$ cat src/rtl/mem_align_unit_pkg.sv
// Shared definitions for mem_align_unit: load/store op codes, FSM state codes, lane masks
// and the op decoder used by the top and the lane extractor.
package mem_align_unit_pkg;

   localparam logic [7:0] EXE_LB_OP  = 8'b0010_0000;
   localparam logic [7:0] EXE_LH_OP  = 8'b0010_0001;
   localparam logic [7:0] EXE_LW_OP  = 8'b0010_0011;
   localparam logic [7:0] EXE_LBU_OP = 8'b0010_0100;
   localparam logic [7:0] EXE_LHU_OP = 8'b0010_0101;
   localparam logic [7:0] EXE_SB_OP  = 8'b0010_1000;
   localparam logic [7:0] EXE_SH_OP  = 8'b0010_1001;
   localparam logic [7:0] EXE_SW_OP  = 8'b0010_1011;

   localparam logic [1:0] ST_IDLE = 2'd0;
   localparam logic [1:0] ST_WAIT = 2'd1;
   localparam logic [1:0] ST_RESP = 2'd2;

   // Lane masks before shifting to the byte offset; wide enough for a 64-bit path.
   localparam logic [7:0] LANE_MASK_B = 8'h01;
   localparam logic [7:0] LANE_MASK_H = 8'h03;
   localparam logic [7:0] LANE_MASK_W = 8'h0f;

   typedef enum logic [1:0] {
      SZ_BYTE = 2'd0,
      SZ_HALF = 2'd1,
      SZ_WORD = 2'd2
   } size_e;

   typedef struct packed {
      logic  valid;
      logic  store;
      logic  sign;
      size_e size;
   } op_info_t;

   function automatic op_info_t decode_op(input logic [7:0] op);
      op_info_t info;
      info.valid = 1'b1;
      info.store = 1'b0;
      info.sign  = 1'b0;
      info.size  = SZ_WORD;
      case (op)
         EXE_LB_OP:  begin info.sign = 1'b1; info.size = SZ_BYTE; end
         EXE_LBU_OP: info.size = SZ_BYTE;
         EXE_LH_OP:  begin info.sign = 1'b1; info.size = SZ_HALF; end
         EXE_LHU_OP: info.size = SZ_HALF;
         EXE_LW_OP:  info.sign = 1'b1;
         EXE_SB_OP:  begin info.store = 1'b1; info.size = SZ_BYTE; end
         EXE_SH_OP:  begin info.store = 1'b1; info.size = SZ_HALF; end
         EXE_SW_OP:  info.store = 1'b1;
         default:    info.valid = 1'b0;
      endcase
      return info;
   endfunction

endpackage

$ cat src/rtl/mem_lane_ext.sv
// Selects the addressed byte/half/word lane of a memory read word and sign- or
// zero-extends it to the full data path width.
module mem_lane_ext
   import mem_align_unit_pkg::*;
#(
   parameter int DATA_W = 32
) (
   input  logic [DATA_W-1:0]            rdata,
   input  logic [$clog2(DATA_W/8)-1:0]  ofs,
   input  size_e                        size,
   input  logic                         sign,
   output logic [DATA_W-1:0]            result
);

   logic [7:0]  lane_b;
   logic [15:0] lane_h;
   logic [31:0] lane_w;

   always_comb begin
      lane_b = 8'(rdata >> {ofs, 3'b000});
      lane_h = 16'(rdata >> {ofs, 3'b000});
      lane_w = 32'(rdata >> {ofs, 3'b000});
      case (size)
         SZ_BYTE: result = sign ? DATA_W'($signed(lane_b)) : DATA_W'(lane_b);
         SZ_HALF: result = sign ? DATA_W'($signed(lane_h)) : DATA_W'(lane_h);
         default: result = sign ? DATA_W'($signed(lane_w)) : DATA_W'(lane_w);
      endcase
   end

endmodule

$ cat src/rtl/mem_align_unit.sv
// M-stage load/store alignment unit: lane enables, store replication, load extension.
// Define MEM_ALIGN_EXC_EN to trap misaligned half/word accesses (adel/ades/badvaddr).
module mem_align_unit
   import mem_align_unit_pkg::*;
#(
   parameter int DATA_W = 32,
   parameter int OP_W   = 8
) (
   input  logic                clk,
   input  logic                rst,
   input  logic                req_valid,
   output logic                req_ready,
   input  logic [OP_W-1:0]     req_op,
   input  logic [31:0]         req_addr,
   input  logic [DATA_W-1:0]   req_wdata,
   input  logic                flush,
   output logic                dmem_req,
   output logic [DATA_W/8-1:0] dmem_we,
   output logic [31:0]         dmem_addr,
   output logic [DATA_W-1:0]   dmem_wdata,
   input  logic [DATA_W-1:0]   dmem_rdata,
   input  logic                dmem_ack,
   output logic                resp_valid,
   output logic [DATA_W-1:0]   resp_data,
   output logic                stall,
   output logic                adel,
   output logic                ades,
   output logic [31:0]         badvaddr
);

   localparam int BL    = DATA_W / 8;
   localparam int OFS_W = $clog2(BL);

   logic [1:0]        state_q, state_d;
   logic              kill_q, kill_d;
   op_info_t          info, info_q;
   logic [OFS_W-1:0]  ofs, ofs_q;
   logic [31:0]       addr_q;
   logic [DATA_W-1:0] wdata_rep, wdata_q;
   logic [BL-1:0]     lane_mask, we_q;
   logic [DATA_W-1:0] ext_data, rdata_q;
   logic              take, accept;

   assign info      = decode_op(8'(req_op));
   assign req_ready = (state_q != ST_WAIT);
   assign take      = req_valid & req_ready & ~flush & info.valid;

`ifdef MEM_ALIGN_EXC_EN
   logic        misaligned;
   logic        adel_q, ades_q;
   logic [31:0] badvaddr_q;

   assign misaligned = ((info.size == SZ_HALF) && req_addr[0]) ||
                       ((info.size == SZ_WORD) && (req_addr[1:0] != 2'b00));
   assign accept     = take & ~misaligned;
   assign ofs        = req_addr[OFS_W-1:0];

   // Rejected accesses report for one cycle and never reach the memory.
   always_ff @(posedge clk or posedge rst) begin
      if (rst) begin
         adel_q     <= 1'b0;
         ades_q     <= 1'b0;
         badvaddr_q <= '0;
      end else begin
         adel_q     <= take & misaligned & ~info.store;
         ades_q     <= take & misaligned & info.store;
         badvaddr_q <= (take & misaligned) ? req_addr : '0;
      end
   end

   assign adel     = adel_q;
   assign ades     = ades_q;
   assign badvaddr = badvaddr_q;
`else
   logic [OFS_W-1:0] ofs_keep;

   // Misaligned offsets are rounded down to the access size's natural alignment.
   always_comb begin
      case (info.size)
         SZ_HALF: ofs_keep = ~OFS_W'(1);
         SZ_WORD: ofs_keep = ~OFS_W'(3);
         default: ofs_keep = '1;
      endcase
   end

   assign accept   = take;
   assign ofs      = req_addr[OFS_W-1:0] & ofs_keep;
   assign adel     = 1'b0;
   assign ades     = 1'b0;
   assign badvaddr = '0;
`endif

   always_comb begin
      case (info.size)
         SZ_BYTE: begin
            lane_mask = BL'(LANE_MASK_B);
            wdata_rep = {BL{req_wdata[7:0]}};
         end
         SZ_HALF: begin
            lane_mask = BL'(LANE_MASK_H);
            wdata_rep = {(BL/2){req_wdata[15:0]}};
         end
         default: begin
            lane_mask = BL'(LANE_MASK_W);
            wdata_rep = {(BL/4){req_wdata[31:0]}};
         end
      endcase
   end

   always_comb begin
      state_d = state_q;
      kill_d  = kill_q;
      case (state_q)
         ST_IDLE: begin
            if (accept) begin
               state_d = ST_WAIT;
               kill_d  = 1'b0;
            end
         end
         ST_WAIT: begin
            if (flush) kill_d = 1'b1;
            if (dmem_ack) state_d = ST_RESP;
         end
         ST_RESP: begin
            if (accept) begin
               state_d = ST_WAIT;
               kill_d  = 1'b0;
            end else begin
               state_d = ST_IDLE;
            end
         end
         default: state_d = ST_IDLE;
      endcase
   end

   mem_lane_ext #(
      .DATA_W (DATA_W)
   ) u_lane_ext (
      .rdata  (dmem_rdata),
      .ofs    (ofs_q),
      .size   (info_q.size),
      .sign   (info_q.sign),
      .result (ext_data)
   );

   always_ff @(posedge clk or posedge rst) begin
      if (rst) begin
         state_q <= ST_IDLE;
         kill_q  <= 1'b0;
         info_q  <= '0;
         ofs_q   <= '0;
         addr_q  <= '0;
         wdata_q <= '0;
         we_q    <= '0;
         rdata_q <= '0;
      end else begin
         state_q <= state_d;
         kill_q  <= kill_d;
         if (accept) begin
            info_q  <= info;
            ofs_q   <= ofs;
            addr_q  <= {req_addr[31:OFS_W], {OFS_W{1'b0}}};
            wdata_q <= wdata_rep;
            we_q    <= info.store ? (lane_mask << ofs) : '0;
         end
         if ((state_q == ST_WAIT) && dmem_ack) begin
            rdata_q <= info_q.store ? '0 : ext_data;
         end
      end
   end

   assign dmem_req   = (state_q == ST_WAIT);
   assign dmem_we    = dmem_req ? we_q : '0;
   assign dmem_addr  = dmem_req ? addr_q : '0;
   assign dmem_wdata = dmem_req ? wdata_q : '0;
   assign resp_valid = (state_q == ST_RESP) & ~kill_q;
   assign resp_data  = resp_valid ? rdata_q : '0;
   assign stall      = (state_q == ST_WAIT) | (req_valid & ~req_ready);

endmodule
$ cat config.mk
export PLATFORM = sky130hd
export DESIGN_NAME = mem_align_unit
export DESIGN_NICKNAME = d
export VERILOG_FILES = /design/src/rtl/mem_align_unit_pkg.sv /design/src/rtl/mem_lane_ext.sv /design/src/rtl/mem_align_unit.sv
export SDC_FILE = /design/constraint.sdc
export NUM_CORES = 1
export LEC_CHECK = 0
export ABC_AREA = 0
export CORE_MARGIN = 2
export CORE_UTILIZATION = 43
export DETAILED_ROUTE_END_ITERATION = 16
export PLACE_DENSITY = 0.9
export REMOVE_ABC_BUFFERS = 1
export SLEW_MARGIN = 5
export SYNTH_ARGS = -nofsm -noshare
export SYNTH_HDL_FRONTEND = slang
export SYNTH_SLANG_ARGS = --single-unit
$ cat constraint.sdc
create_clock -name clk -period 4.2 [get_ports clk]
set_input_delay 0.42 -clock clk [delete_from_list [all_inputs] [get_ports clk]]
set_output_delay 0.42 -clock clk [all_outputs]
set_load 0.05 [all_outputs]
==> results_dict.tcl, run 1 <==
set metrics [dict create \
    status "finished clean" \
    ys_async_sr_fraction_pct 100.0 \
    fp.dieArea_sq_um 14700 \
    first_global_vias 4895 \
    yosys.cell_types.count 43 \
    grt_overflow 0 \
    final_area_sq_um 8258 \
    drt_iter0_markers 400 \
    vias 4909 \
    reg2reg_from "ofs_q[1]$_DFFE_PP0P_" \
    cts.clk_slew.worst_paths_ns 0.07 \
    ys_seq_area_share_pct 45.30 \
    cts.htree.levels 3 \
    hold_ws_ns 0.4849 \
    ys_top_cells_by_area "dfrtp_1 45%, and2_1 10%, mux2_2 8.8%" \
    power_leakage_nw 3.599 \
    drive_gt1_share_pct 10.74 \
    fin_crit_ns 3.181 \
    crit_path_start_kind "flop" \
    route.detailed.drc 0 \
    cts.sinks 107 \
    hold_buffers 0 \
    grt_usage_pct 21.28 \
    powerDensity_nw_per_um2 287.8 \
    end_kind "output port" \
    grt_max_degree 85 \
    pin_count 247 \
    avgSynthCellArea_sq_um 10.50 \
    worstPathCellList "nand2b_1 -> inv_1 -> buf_4 -> and2_1 -> clkdlybuf4s50_1" \
    timing.rr.end "rdata_q[18]$_DFFE_PP0P_" \
    dp_hpwl_um 11260 \
    synth-edff-count 0 \
    reg2reg_depth 4 \
    synth_seq_cells 107 \
    nets 858 \
    whs_path_depth 2 \
    cts.path.max_buffers 2 \
    vdd_drop_max_mv 0.1629 \
    pre_cts_ws_ns 1.086 \
    maxCapViolations 0 \
    synth_ff_type "dfrtp_1" \
    root_buffer "clkbuf_16" \
    clock_skew_ns 0.005414 \
    final_max_slew_viol_count 0 \
    hp-class "flop to flop" \
    r2r_setup_slack_ns 1.64 \
    rsz0062_at_grt "false" \
    hold_end "rdata_q[10]$_DFFE_PP0P_" \
    max_freq_mhz 314.3 \
    antenna_found_initial 0 \
    place_congestion 0.8330 \
    via_per_inst 5.278 \
    crit_type "flop to output port" \
    area_delta_synth_final_pct 39.71 \
    cts_tree "done" \
    crit_slowest_cell "clkdlybuf4s50_1" \
    synth-warning-count 0 \
    relSlewSlack_pct 22.08 \
    cts_buffers 9 \
    fin_ws_ns 1.019 \
    synth.largest_area_cell "dfrtp_1" \
    routed_wl_um 15810 \
    synth_area_sq_um 5911 \
    min_from "rdata_q[10]$_DFFE_PP0P_" \
    numPortBuffers 210 \
    fp.dieH_um 121.2 \
    row_count 42 \
    insertedDiodeCount 0 \
    start_util_pct 44.28 \
    ant_nets 0 \
    final_common_cell "clkdlybuf4s50_1" \
    hold_viol 0 \
    cp.required_ns 3.78 \
    ctsResizeCount 0 \
    cp_max_fo 61 \
    clock_latency_ns 0.35 \
    placed_cell_area_sq_um 7988 \
    final_cell_mix "210 x clkdlybuf4s50_1, 107 x dfrtp_1, 98 x and2_1" \
    synth_top_area_share_pct 45.30 \
    tightest_slew_ns 1.169 \
    fp.coreArea_sq_um 13350 \
    postCtsSetupBuffers 0 \
    cp_top_family "buffers and inverters" \
    tns_ns 0 \
    synthCells 563 \
    crit_cells 5 \
    crit_arrival_ns 2.76 \
    die_x_um 121.2 \
    wl_per_cell_um 17.00 \
    fin_crit_sh_pct 75.75 \
    firstDrtPassIters 4 \
    finalSetupViolations 0 \
    path_buf_inv 3 \
    cpPeakStageDelay_ns 0.81 \
    grt_pass1_wl_um 24770 \
]
[layer usage]
layer / share of wire, % / track usage [%]
met5: 0 / 0
met3: 8.5 / 4.605
met2: 46 / 34.20
met1: 43 / 28.52
met4: 1.8 / 7.328
[synth_stat cells, drive strengths merged (2+ instances only)]
master  instances
a21oi           9
nor2            4
nor3b           3
inv             5
mux2           46
and2           98
nand2b          2
nor4            9
buf            48
clkbuf         34
o31ai           2
o21ai          66
mux2i          41
a21o            3
a221o          23
nand2          21
or2             3
a22o            8
dfrtp         107
a32o            4
nand3b         11
[tightest hold or removal path: stages, from the launching register on]
cell	delay, ns
dfrtp_1	0.33
nand2_1	0.05
o21ai_0	0.06
[area by class of cell]
type,instances,area (sq um)
fill,1113,5090
clock inverter,5,37.54
clock buffer,11,232.7
inverter,5,21.27
timing repair buffer,222,2192
tap,176,220.2
multi-input combinational,404,2877
sequential,107,2678
[stage by stage]
step / instances / util (%) / total power (W)
finish: 930 / 61.87 / 0.002376
global route: 930 / 61.87 / 0.002481
CTS: 930 / 61.87 / 0.002398
detailed placement: 914 / 59.84 / 0.001603
global placement: 914 / 59.84 / 0.001586
floorplan: 516 / - / 0.001420
[state kept, by name, summed over array words and instances (netlist names)]
| name | flops |
|---|---|
| rdata_q | 32 |
| wdata_q | 32 |
| addr_q | 30 |
| info_q | 4 |
| we_q | 4 |
| ofs_q | 2 |
| state_q | 2 |
| kill_q | 1 |
[report_power, final]
group / switching [W] / leakage, nW / internal [W]
logic: 0.000201 / 2.02 / 0.000191
clock network: 0.000388 / 0.127 / 0.000406
registers: 0.0000530 / 1.45 / 0.00114
total: 0.000643 / 3.60 / 0.00173
[kinds of logic after synthesis]
kind of cell / after synthesis / synth area share (%)
and+or+nand+nor: 159 / 16.30
AOI/OAI and AO/OA: 121 / 13.87
DFF: 107 / 45.30
muxes: 88 / 16.09
buffers and inverters: 87 / 8.383
other: 1 / 0.06344
[worst max-delay path by stage]
stage / endpoint / startpoint
floorplan: rdata_q[1]$_DFFE_PP0P_ / state_q[1]$_DFFE_PP0P_
global placement: wdata_q[29]$_DFFE_PP0P_ / req_op[4]
detailed placement: wdata_q[29]$_DFFE_PP0P_ / req_op[7]
CTS: dmem_wdata[18] / state_q[1]$_DFFE_PP0P_
global route: dmem_wdata[17] / state_q[1]$_DFFE_PP0P_
finish: dmem_wdata[9] / state_q[1]$_DFFE_PP0P_
No activity file was read; power rests on OpenSTA's default activity.
==> run 2, diff against run 1 <==
==> constraint.sdc (replaced) <==
create_clock -name clk -period 3 [get_ports clk]
set_input_delay 0.3 -clock clk [delete_from_list [all_inputs] [get_ports clk]]
set_output_delay 0.3 -clock clk [all_outputs]
set_load 0.05 [all_outputs]
==> results_dict.tcl, run 2 (synthesis gave the netlist of run 1 again) <==
set metrics [dict create \
    cp.required_ns 2.70 \
    cts.clk_slew.worst_paths_ns 0.06 \
    dp_hpwl_um 12570 \
    num-fill-cells 970 \
    seq_area_sq_um 2678 \
    row_count 42 \
    grt_pass1_wl_um 27280 \
    powerDensity_nw_per_um2 379.2 \
    cpPeakStageDelay_ns 0.82 \
    hp-class "primary input to async pin" \
    fp.coreArea_sq_um 13350 \
    multi_input_area_sq_um 2877 \
    clock_skew_ns 0.01167 \
    cts.htree.levels 3 \
    cp_max_fo 33 \
    start_util_pct 44.28 \
    fp.dieArea_sq_um 14700 \
    placed_cell_area_sq_um 8758 \
    reg2reg_from "ofs_q[1]$_DFFE_PP0P_" \
    fin_crit_sh_pct 85.67 \
    grt_max_degree 64 \
    first_global_vias 5199 \
    power_frac_seq_pct 48.6 \
    max_freq_mhz 389.1 \
    routed_wl_um 17160 \
    area_delta_synth_final_pct 53.13 \
    fin_crit_ns 2.570 \
    postCtsSetupBuffers 0 \
    via_per_inst 5.339 \
    place_congestion 0.8353 \
    wl_per_cell_um 18.33 \
    root_buffer "clkbuf_16" \
    finalSetupViolations 0 \
    maxCapViolations 0 \
    ant_nets 0 \
    biggestRegsByFlops "rdata_q: 32 flops, wdata_q: 32 flops, addr_q: 30 flops" \
    drive_gt1_share_pct 20.66 \
    status "finished clean" \
    clock_latency_ns 0.35 \
    switchingPower_w 0.0009006 \
    hold_ws_ns 0.2194 \
    die_x_um 121.2 \
    vias 4997 \
    rsz0062_at_grt "false" \
    ctsResizeCount 0 \
    timing.rr.end "rdata_q[21]$_DFFE_PP0P_" \
    firstDrtPassIters 5 \
    hold_viol 0 \
    final_area_sq_um 9051 \
    grt_overflow 0 \
    tns_ns 0 \
    crit_path_start_kind "flop" \
    drt_iter0_markers 409 \
    fin_ws_ns 0.4299 \
    route.detailed.drc 0 \
    crit_slowest_cell "clkdlybuf4s50_1" \
    crit_arrival_ns 2.27 \
    cts_tree "done" \
    end_kind "output port" \
    final_cell_mix "142 x clkdlybuf4s50_1, 107 x dfrtp_1, 98 x and2_1" \
    p_total_w 0.003433 \
    numPortBuffers 210 \
    p_int_w 0.002532 \
    power_leakage_nw 3.992 \
    nets 865 \
    relSlewSlack_pct 59.42 \
    cts.path.max_buffers 2 \
    switching_share_pct 26.24 \
    final_common_cell "clkdlybuf4s50_1" \
    vdd_drop_max_mv 0.2481 \
    grt_usage_pct 23.78 \
    p_clk_share_pct 34.9 \
    r2r_setup_slack_ns 0.87 \
    crit_type "flop to output port" \
    hold_buffers 0 \
    worstPathCellList "nor3b_2 -> buf_4 -> and2_1 -> clkdlybuf4s50_1" \
    antenna_found_initial 0 \
    final_max_slew_viol_count 0 \
    power_frac_comb_pct 16.5 \
    reg2reg_depth 5 \
    tightest_slew_ns 0.6087 \
    insertedDiodeCount 0 \
    cts.sinks 107 \
    fp.dieH_um 121.2 \
    cts_buffers 9 \
    pre_cts_ws_ns 0.3382 \
    pin_count 247 \
]
==> run 2: cell count changes in the layout (fill, tap and decap cells not counted), sizes merged <==
cell	delta
buf	+75
bufinv	+1
clkbuf	-1
clkdlybuf4s50	-68
clkinv	+3
clkinvlp	-2
inv	-2
==> run 2: how the worst max path moves through the flow <==
stage                                       from                endpoint  cells after the start
after global routing      state_q[0]$_DFFE_PP0P_           resp_data[28]                      4
after CTS                 state_q[0]$_DFFE_PP0P_            resp_data[8]                      4
after global placement                 req_op[4]   addr_q[7]$_DFFE_PP0P_                      7
after floorplan           state_q[1]$_DFFE_PP0P_  rdata_q[1]$_DFFE_PP0P_                      5
after detailed placement               req_op[4]  addr_q[10]$_DFFE_PP0P_                      7
final                     state_q[0]$_DFFE_PP0P_            resp_data[8]                      4
==> run 2: per-layer routing <==
layer	part of all wire, %	up-vias	global-route usage, %
met5	0	-	0
li1	-	2307	-
met3	8.8	23	6.532
met2	50	236	40.06
met1	40	2431	29.77
met4	1.6	0	7.399
==> run 2: critical path: cells and delay by family (launching register included) <==
family,cells,cell delay (ns)
simple gates,2,0.36
flops,1,0.43
buf+inv,2,1.11
==> run 2: cell type report <==
cell class	count	area share [%]
Timing Repair Buffer	229	32.73
Multi-Input combinational cell	404	31.78
Sequential cell	107	29.58
Clock buffer	10	2.640
Tap cell	176	2.433
Clock inverter	5	0.5944
Inverter	5	0.2350
==> run 2: metrics by stage <==
step / utilization [%] / cells
2_1_floorplan: - / 516
3_3_place_gp: 65.62 / 921
3_5_place_dp: 65.62 / 921
4_1_cts: 67.81 / 936
5_1_grt: 67.81 / 936
6_report: 67.81 / 936
==> run 2: power groups by stage <==
stage / sequential [W] / combinational (W) / clock (W)
after floorplan: 0.00166 / 0.000325 / 0
after global placement: 0.00169 / 0.000545 / 0
after detailed placement: 0.00170 / 0.000568 / 0
after CTS: 0.00167 / 0.000571 / 0.00121
after global routing: 0.00169 / 0.000615 / 0.00128
final: 0.00167 / 0.000567 / 0.00120
==> run 3, diff against run 2 <==
--- a/config.mk
+++ b/config.mk
@@ -6,6 +6,7 @@
 export NUM_CORES = 1
 export LEC_CHECK = 0
 export ABC_AREA = 0
+export CORE_ASPECT_RATIO = 1.25
 export CORE_MARGIN = 2
 export CORE_UTILIZATION = 43
 export DETAILED_ROUTE_END_ITERATION = 16
==> results_dict.tcl, run 3 (synthesis gave the netlist of run 1 again) <==
set metrics [dict create \
    ctsResizeCount 0 \
    place_congestion 0.8395 \
    power_frac_comb_pct 16.2 \
    grt_max_degree 56 \
    cp-endpoint "dmem_wdata[8]" \
    startpoint "state_q[1]$_DFFE_PP0P_" \
    antenna_found_initial 0 \
    power_leakage_nw 3.728 \
    routed_wl_um 16120 \
    ant_nets 0 \
    postCtsSetupBuffers 0 \
    reg2reg_depth 6 \
    num-fill-cells 1100 \
    power_frac_seq_pct 48.8 \
    cts.path.max_buffers 2 \
    start_util_pct 44.28 \
    final_area_sq_um 8278 \
    row_count 47 \
    final_max_slew_viol_count 0 \
    fin_ws_ns 0.2097 \
    tns_ns 0 \
    drt_iter0_markers 221 \
    crit_arrival_ns 2.49 \
    drive_gt1_share_pct 16.29 \
    p_clk_share_pct 35.0 \
    cts.htree.levels 3 \
    clock_skew_ns 0.007567 \
    grt_usage_pct 22.11 \
    firstDrtPassIters 4 \
    insertedDiodeCount 0 \
    clock_latency_ns 0.34 \
    placed_cell_area_sq_um 7981 \
    cp.required_ns 2.70 \
    maxCapViolations 0 \
    final_common_cell "clkdlybuf4s50_1" \
    cp_max_fo 55 \
    biggestRegsByFlops "rdata_q: 32 flops, wdata_q: 32 flops, addr_q: 30 flops" \
    numPortBuffers 210 \
    fp.dieH_um 135.1 \
    rsz0062_at_grt "false" \
    hp-class "primary input to async pin" \
    vdd_drop_max_mv 0.2541 \
    fin_crit_ns 2.790 \
    die_x_um 108.9 \
    cts_buffers 9 \
    hold_viol 0 \
    reg2reg_from "state_q[1]$_DFFE_PP0P_" \
    pre_cts_ws_ns 0.3916 \
    r2r_setup_slack_ns 0.82 \
    first_global_vias 4903 \
    fp.dieArea_sq_um 14710 \
    grt_overflow 0 \
    crit_type "flop to output port" \
    finalSetupViolations 0 \
    area_delta_synth_final_pct 40.05 \
    switching_share_pct 25.80 \
    hold_buffers 0 \
    tightest_slew_ns 0.7366 \
    cts.clk_slew.worst_paths_ns 0.07 \
    powerDensity_nw_per_um2 412.1 \
    max_freq_mhz 358.4 \
    timing.rr.end "rdata_q[1]$_DFFE_PP0P_" \
    nets 865 \
    fin_crit_sh_pct 93.01 \
    via_per_inst 5.332 \
    crit_path_start_kind "flop" \
    dp_hpwl_um 11760 \
    pin_count 247 \
    root_buffer "clkbuf_16" \
    vias 4969 \
    status "finished clean" \
    route.detailed.drc 0 \
    wl_per_cell_um 17.30 \
    cts_tree "done" \
    p_int_w 0.002531 \
    relSlewSlack_pct 50.71 \
    switchingPower_w 0.0008800 \
    cts.sinks 107 \
    end_kind "output port" \
    final_cell_mix "174 x clkdlybuf4s50_1, 107 x dfrtp_1, 98 x and2_1" \
    grt_pass1_wl_um 25360 \
    fp.coreArea_sq_um 13350 \
]
[run 3: cell count changes in the layout (fill, tap and decap cells not counted), sizes merged]
cell / delta
clkinvlp: +2
clkinv: -2
clkbuf: +2
inv: -1
clkdlybuf4s50: +32
buf: -32
[run 3: how the worst min path moves through the flow]
| stage | start | to | slack [ns] | depth (start not counted) |
|---|---|---|---|---|
| floorplan | req_op[3] | info_q[2]$_DFFE_PP0P_ | 0.40 | 1 |
| global placement | rdata_q[15]$_DFFE_PP0P_ | rdata_q[15]$_DFFE_PP0P_ | 0.46 | 2 |
| detailed placement | rdata_q[10]$_DFFE_PP0P_ | rdata_q[10]$_DFFE_PP0P_ | 0.47 | 2 |
| CTS | rst | rdata_q[20]$_DFFE_PP0P_ | 0.42 | 2 |
| global route | rst | addr_q[3]$_DFFE_PP0P_ | 0.46 | 2 |
| finish | rst | addr_q[31]$_DFFE_PP0P_ | 0.41 | 2 |
[run 3: layout make-up]
type | instances | area, sq um | share of cell area (%)
Clock buffer | 12 | 246.5 | 2.978
Tap cell | 171 | 214.0 | 2.585
Timing Repair Buffer | 229 | 2192 | 26.48
Clock inverter | 4 | 50.05 | 0.6046
Sequential cell | 107 | 2678 | 32.35
Inverter | 5 | 21.27 | 0.2570
Multi-Input combinational cell | 404 | 2877 | 34.75
[run 3: power by group through the flow]
stage               clock, W  sequential, W  combinational (W)
floorplan                  0        0.00166           0.000325
global placement           0        0.00169           0.000539
detailed placement         0        0.00169           0.000555
CTS                  0.00123        0.00166           0.000556
global route         0.00130        0.00168           0.000597
finish               0.00119        0.00166           0.000553
[run 3: per-layer routing]
layer / wire length, um / up-vias / global-route usage (%) / part of all wire (%)
met1: 6417 / 2396 / 27.55 / 40
met2: 7768 / 240 / 36.02 / 48
li1: - / 2308 / - / -
met3: 1567 / 25 / 6.612 / 9.7
met4: 368 / 0 / 8.191 / 2.3
met5: 0 / - / 0 / 0
[run 3: metrics by stage]
stage	utilization, %	instances	total power (W)	hold slack, ns
finish	62.01	932	0.003411	0.4108
global placement	59.79	916	0.002225	0.4552
floorplan	-	516	0.001989	0.4020
global route	62.01	932	0.003580	0.4555
detailed placement	59.79	916	0.002247	0.4653
CTS	62.01	932	0.003450	0.4211
[run 3: worst max-delay path, stage by stage (launching register included)]
cell	delay (ns)
dfrtp_1	0.39
nand2b_1	0.22
clkinv_1	0.09
buf_4	0.41
and2_1	0.22
clkdlybuf4s50_1	0.81
